### config.mk
export PLATFORM = sky130hd
export DESIGN_NAME = aidan_mcnay_prime_engine
export DESIGN_NICKNAME = d
export VERILOG_FILES = /design/src/rtl/aidan_mcnay_prime_engine.sv
export SDC_FILE = /design/constraint.sdc
export NUM_CORES = 1
export LEC_CHECK = 0
export CELL_PAD_IN_SITES_DETAIL_PLACEMENT = 1
export CELL_PAD_IN_SITES_GLOBAL_PLACEMENT = 2
export CORE_ASPECT_RATIO = 1.1
export CORE_UTILIZATION = 39
export CTS_CLUSTER_SIZE = 10
export DETAILED_ROUTE_END_ITERATION = 7
export PLACE_DENSITY = 0.86
export SYNTH_ARGS = -nofsm -noshare
export SYNTH_HDL_FRONTEND = slang
export SYNTH_SLANG_ARGS = --single-unit
### constraint.sdc
create_clock -name clk -period 12.2 [get_ports clk]
set_input_delay 2.44 -clock clk [delete_from_list [all_inputs] [get_ports clk]]
set_output_delay 2.44 -clock clk [all_outputs]
set_load 0.02 [all_outputs]
### src/rtl/aidan_mcnay_prime_engine.sv
// Stream-interfaced trial-division prime engine: divisor 2 then odd divisors,
// each tested with a bit-serial restoring remainder, stopping once d*d > n.
module aidan_mcnay_prime_engine #(
    parameter int unsigned nbits = 32
) (
    input  logic             clk,
    input  logic             reset,
    input  logic             in_val,
    output logic             in_rdy,
    input  logic [nbits-1:0] in_num,
    output logic             out_val,
    input  logic             out_rdy,
    output logic             is_prime,
    output logic [nbits-1:0] factor,
    output logic [nbits-1:0] iters
);

    localparam int unsigned BW = $clog2(nbits);
    localparam int unsigned DW = nbits + 2;

    localparam logic [BW-1:0]    LastBit = BW'(nbits - 1);
    localparam logic [BW-1:0]    BitOne  = BW'(1);
    localparam logic [nbits-1:0] NumOne  = nbits'(1);
    localparam logic [nbits-1:0] NumTwo  = nbits'(2);
    localparam logic [nbits-1:0] NumThr  = nbits'(3);
    localparam logic [nbits-1:0] NumFour = nbits'(4);
    localparam logic [DW-1:0]    SqFour  = DW'(4);
    localparam logic [DW-1:0]    SqNine  = DW'(9);

    typedef enum logic [2:0] {StIdle, StCheck, StDiv, StTest, StDone} state_e;

    state_e           state_q;
    logic [nbits-1:0] n_q;
    logic [nbits-1:0] d_q;
    logic [DW-1:0]    dsq_q;
    logic [nbits:0]   rem_q;
    logic [BW-1:0]    bitcnt_q;
    logic             is_prime_q;
    logic [nbits-1:0] factor_q;
    logic [nbits-1:0] iters_q;

    logic [BW-1:0]    bit_idx;
    logic [nbits:0]   rem_t;
    logic [nbits:0]   rem_step;
    logic [nbits-1:0] d_next;
    logic [DW-1:0]    dsq_next;
    logic [nbits-1:0] iters_sat;

    always_comb begin
        bit_idx  = LastBit - bitcnt_q;
        rem_t    = {rem_q[nbits-1:0], n_q[bit_idx]};
        rem_step = (rem_t >= {1'b0, d_q}) ? rem_t - {1'b0, d_q} : rem_t;
        // (d+2)^2 = d^2 + 4d + 4, kept incremental to avoid a multiplier
        if (d_q == NumTwo) begin
            d_next   = NumThr;
            dsq_next = SqNine;
        end else begin
            d_next   = d_q + NumTwo;
            dsq_next = dsq_q + {d_q, 2'b00} + SqFour;
        end
        iters_sat = (iters_q == '1) ? iters_q : iters_q + NumOne;
    end

    always_ff @(posedge clk) begin
        if (reset) begin
            state_q    <= StIdle;
            n_q        <= '0;
            d_q        <= '0;
            dsq_q      <= '0;
            rem_q      <= '0;
            bitcnt_q   <= '0;
            is_prime_q <= 1'b0;
            factor_q   <= '0;
            iters_q    <= '0;
        end else begin
            unique case (state_q)
                StIdle: begin
                    if (in_val) begin
                        n_q     <= in_num;
                        iters_q <= '0;
                        state_q <= StCheck;
                    end
                end
                StCheck: begin
                    if (n_q < NumTwo) begin
                        is_prime_q <= 1'b0;
                        factor_q   <= '0;
                        state_q    <= StDone;
                    end else if (n_q < NumFour) begin
                        is_prime_q <= 1'b1;
                        factor_q   <= n_q;
                        state_q    <= StDone;
                    end else begin
                        d_q      <= NumTwo;
                        dsq_q    <= SqFour;
                        rem_q    <= '0;
                        bitcnt_q <= '0;
                        state_q  <= StDiv;
                    end
                end
                StDiv: begin
                    rem_q    <= rem_step;
                    bitcnt_q <= bitcnt_q + BitOne;
                    if (bitcnt_q == LastBit) begin
                        state_q <= StTest;
                    end
                end
                StTest: begin
                    iters_q <= iters_sat;
                    if (rem_q == '0) begin
                        is_prime_q <= 1'b0;
                        factor_q   <= d_q;
                        state_q    <= StDone;
                    end else begin
                        d_q   <= d_next;
                        dsq_q <= dsq_next;
                        if (dsq_next > {2'b00, n_q}) begin
                            is_prime_q <= 1'b1;
                            factor_q   <= n_q;
                            state_q    <= StDone;
                        end else begin
                            rem_q    <= '0;
                            bitcnt_q <= '0;
                            state_q  <= StDiv;
                        end
                    end
                end
                StDone: begin
                    if (out_rdy) begin
                        state_q <= StIdle;
                    end
                end
                default: state_q <= StIdle;
            endcase
        end
    end

    assign in_rdy   = (state_q == StIdle);
    assign out_val  = (state_q == StDone);
    assign is_prime = is_prime_q;
    assign factor   = factor_q;
    assign iters    = iters_q;

endmodule

[Word-level counts from Yosys, hierarchy flattened]
Cells that the tools add are included.
Storage, ports and cells
  word-level logic and storage cells: 93
  register bits after elaboration: 204
Operators by class
  add/sub/neg operators: 7
  equal/unequal tests: 17
  $lt $le $gt $ge: 5
  reductions and logical operators: 11
  mux-type cells: 44
Operators by type and width (number)
  $mux W32: 10
  $pmux W32 S2: 3
  $mux W33: 5
  $mux W34: 4
  $pmux W33 S3: 1
  $pmux W34 S2: 1
  $add A34 B3 Y34 const B: 1
  $add A34 B34 Y34: 1
  $gt A34 B32 Y1: 1
  $ge A33 B32 Y1: 1
  $logic_not A33 Y1: 1
  $sub A33 B32 Y33: 1
  $add A32 B1 Y32 const B: 1
  $add A32 B2 Y32 const B: 1
  $eq A32 B2 Y1 const B: 1
  $eq A32 B32 Y1 const B: 1
  $lt A32 B2 Y1 const B: 1
  $lt A32 B3 Y1 const B: 1
  $mux W3: 7
  $mux W5: 4
  $pmux W3 S5: 1
  $pmux W5 S3: 1
  $ne A2 B2 Y1 const B: 7
  $reduce_and A3 Y1: 3
  18 further kinds: 25

[Depth between registers and ports, before layout]
  depth in word-level cells: 7
  depth in mapped cells: 26
  gate-level depth less buffers: 25

[Worst setup path before layout]
No wires, ideal clock.
  kind: flip-flop to flip-flop
  from: register d_q[1]
  to: register rem_q[14]
  path slack: 6.863 ns
  buffers on the path: 1
  data required time: 12.066 ns
  arrival time: 5.203 ns
  stages on the path, launching flop included: 25
  library setup time: 0.134 ns
  cells stage by stage: dfxtp_1 ha_1 ha_1 inv_1 fa_1 nor2b_1 o31a_1 o21ai_2 o21ba_2 o31ai_1 a21o_1 a21oi_1 xor2_1 nor2_1 ha_1 a21o_1 a21o_1 a221oi_2 o221ai_1 o31a_1 o21a_1 or3_1 o41ai_4 buf_6 o22ai_1
On the way
  cells in the longest elaborated chain, start to end: 6
Ends and longest elaborated chain
  start: declaration: line 34  | logic [nbits-1:0] d_q;
  start signal: assignment: line 94  | d_q <= NumTwo;
  start signal: assignment: line 115  | d_q <= d_next;
  $add A34 B34 Y34: line 59  | dsq_next = dsq_q + {d_q, 2'b00} + SqFour;
  $add A34 B3 Y34: line 59
  $mux W34: line 54  | if (d_q == NumTwo) begin
  $gt A34 B32 Y1: line 117  | if (dsq_next > {2'b00, n_q}) begin
  $ne A2 B2 Y1 (no source line)
  $reduce_and A5 Y1 (no source line)
  end signal: assignment: line 102  | rem_q <= rem_step;
  end: declaration: line 36  | logic [nbits:0] rem_q;
Parallel ways exist; a longest one is shown, timed or not.
A chain may end at the register's enable or synchronous reset.

[Worst setup path in the final report]
  from: register d_q[0]
  to: register factor_q[8] (netlist: factor[8])
On the way
  cells in the longest elaborated chain, start to end: 6
Ends and longest elaborated chain
  $add A34 B34 Y34: line 59
  $add A34 B3 Y34: line 59
  $mux W34 *: line 54
  $gt A34 B32 Y1 *: line 117
  $ne A3 B3 Y1 (no source line) *
  $reduce_and A3 Y1 (no source line) *
  end signal: assignment: line 91  | factor_q <= n_q;
  end signal: assignment: line 112  | factor_q <= d_q;
  end signal: assignment: line 119  | factor_q <= n_q;
  end: declaration: line 39  | logic [nbits-1:0] factor_q;
Every way passes the cells marked *; elsewhere a longest branch is shown, timed or not.

==> metrics.yaml <==
drive_gt1_share_pct: 5.69
cts_buffers: 27
yosys-top-cells-area: "dfxtp_1 30%, ha_1 12%, nand2_1 5.2%"
grt_max_degree: 68
ir_worst_vdd_mv: 0.413
groute.usage.overall_pct: 27.4
mostFrequentLayoutCell: "dfxtp_1"
synth_area_per_cell_sq_um: 7.94
num_io_pins: 103
reg2reg_depth: 25
slowest_delay_ns: 1.03
wl_met1_mm: 21.5
antenna_found_initial: 0
final_nets: 1964
vias: 13400
portBuffers: 102
synthDistinctLibCells: 76
placed_area_sq_mm: 0.0151
ys_ff_latch: 204
max-cap-violations: 0
post_drt_via_cell_ratio: 5.96
netlist.area_leader.share_pct: 29.7
area_delta_synth_final_pct: 15.9
hold_path_end: "dsq_q[3]$_SDFFE_PP0P_"
fin_crit_sh_pct: 54.1
cts_resized: 0
clock_path_buffers: 3
min-delay-start: "dsq_q[3]$_SDFFE_PP0P_"
min_period_ns: 6.60
syn_inst: 1733
hold_violations: 0
tns_ns: 0
wl_met2_mm: 23.3
grt_pass1_wl_mm: 77.9
rsz0062_at_grt: "false"
grt_overflow: 0
dpl.hpwl_mm: 36.5
clockRootBuffer: "clkbuf_16"
regArea_sq_mm: 0.00408
crit_buf_inv: 3
reg2reg_from: "d_q[0]$_SDFFE_PP0P_"
grt_pass1_vias: 13900
clock_latency_ns: 0.56
power.leakage_nw: 6.27
worstSetupStartpointType: "flop"
synth_nets: 1900
ant_nets: 0
finalSetupViolations: 0
coreArea_sq_mm: 0.0345
multi_input_area_sq_mm: 0.00890
wl_mm: 49.1
drt-initial-drc-count: 658
synthArstFlopShare_pct: 0
synth_ff_type: "dfxtp_1"
relSlewSlack_pct: 15.9
top_layer_used: "met4"
final_cell_mix: "204 x dfxtp_1, 190 x nand2_1, 164 x nor2_1"
crit_required_ns: 12.69
first_pass_iters: 4
cp_top_family: "compound AO/OA/AOI/OAI gates"
holdBufCountCts: 0
hold_class: "flop to flop"
synth_edf_count: 0
slew_viol_final: 0
postLayoutCellArea_sq_mm: 0.0159
routedWlPerCell_microns: 21.8
power_density_mw_per_mm2: 257
rows: 71
yosysSeqAreaShare_pct: 29.7
met3WireLength_mm: 2.55
clkTransAtPathRegs_ns: 0.06
post-cts-setup-buffers: 0
dieArea_sq_mm: 0.0361
synth_area_sq_mm: 0.0138
ys_warn_count: 0
cp_data_arrival_time_ns: 7.10
start_util_pct: 39.9
die_w_microns: 181
r2r_slack_ns: 5.60
post-route-util_pct: 46.3
drc: 0
die_h_microns: 199
end_kind: "flop"
cts_htree_levels: 1
reg2reg_to: "factor[8]$_SDFFE_PP0P_"
fmax_ghz: 0.151
critical_path_class: "flop to flop"
numClockSinks: 204
clock_skew_ns: 0.00973
outcome: "complete, no violations"
worstPathMaxFanout: 33
worst_pin_slew_ns: 1.25
routabilityCongestion: 0.890
hold_path_depth: 2
fillers: 4222
crit_slowest_cell: "nor3_1"
cts_tree: "built"
yosysTopAreaCell: "dfxtp_1"
## kinds of logic after synthesis
| kind of cell | synth area share (%) |
|---|---|
| fa+ha+maj | 12.0 |
| xor+xnor | 6.11 |
| mux | 2.63 |
| flops | 29.7 |
| simple gates | 20.7 |
| buf+inv | 5.81 |
| compound gates | 23.0 |
## layer usage
metal  global-route usage, %  vias up
li1                        -     6409
met1                    34.1     6573
met2                    47.6      336
met3                    3.95       92
met4                    10.7        0
met5                       0        -
## state kept, by name, indices dropped and copies added, names as in the netlist
register,count
is_prime,1
dsq_q,34
iters,32
bitcnt_q,5
d_q,32
state_q,3
rem_q,33
factor,32
n_q,32
## stage by stage
step / power (W) / hold WS (ns) / cells / setup slack, ns
2_1_floorplan: 0.00265 / 0.424 / 1733 / 6.86
3_3_place_gp: 0.00327 / 0.440 / 2206 / 5.81
3_5_place_dp: 0.00331 / 0.452 / 2206 / 5.72
4_1_cts: 0.00409 / 0.462 / 2249 / 5.66
5_1_grt: 0.00439 / 0.478 / 2249 / 5.20
6_report: 0.00410 / 0.462 / 2250 / 5.60
## report_power, final
group	leakage, nW	switching [W]	total (W)	internal, W
Combinational	4.22	0.00159	0.00254	0.000946
Sequential	1.65	0.0000797	0.000805	0.000726
Clock	0.405	0.000313	0.000758	0.000445
## layout make-up
type,count,share of cell area (%)
sequential,204,25.6
tap,438,3.44
inverter,121,2.85
antenna,1,0.0157
clock inverter,8,0.447
timing repair buffer,119,7.19
clock buffer,35,4.68
multi-input combinational,1324,55.8
## synthesized netlist by cell type (6+ instances only)
cell type / number
dfxtp_1: 204
nand2_1: 190
nor2_1: 165
a21oi_1: 133
ha_1: 129
inv_1: 120
clkbuf_1: 69
xnor2_1: 65
nor3_1: 55
o21ai_0: 55
nand3_1: 40
o211ai_1: 37
a31oi_1: 31
xor2_1: 31
nor4_1: 28
a21o_1: 25
o22ai_1: 24
o311ai_0: 21
and3_1: 19
or3_1: 19
a22oi_1: 16
nand4_1: 16
a211oi_1: 14
or4_1: 14
nor2b_1: 13
a22o_1: 11
and2_1: 11
o211a_1: 11
and4_1: 10
mux4_2: 10
o21a_1: 10
o21bai_1: 10
buf_2: 9
mux2i_1: 8
or2_2: 7
a211o_1: 6
a32oi_1: 6
nand2b_1: 6
## how the worst max path moves through the flow
| stage | end | from | depth (start not counted) |
|---|---|---|---|
| after floorplan | rem_q[14]$_SDFFE_PP0P_ | d_q[1]$_SDFFE_PP0P_ | 24 |
| after global placement | factor[4]$_SDFFE_PP0P_ | d_q[1]$_SDFFE_PP0P_ | 23 |
| after detailed placement | factor[1]$_SDFFE_PP0P_ | d_q[0]$_SDFFE_PP0P_ | 25 |
| after CTS | factor[8]$_SDFFE_PP0P_ | d_q[0]$_SDFFE_PP0P_ | 25 |
| after global routing | factor[8]$_SDFFE_PP0P_ | d_q[0]$_SDFFE_PP0P_ | 24 |
| final | factor[8]$_SDFFE_PP0P_ | d_q[0]$_SDFFE_PP0P_ | 25 |
## tightest hold or removal path, stage by stage (launching register included)
cell and delay [ns]:
dfxtp_1 0.31, nand2_1 0.05, a21oi_1 0.05
Power figures use the tool's default switching activity.
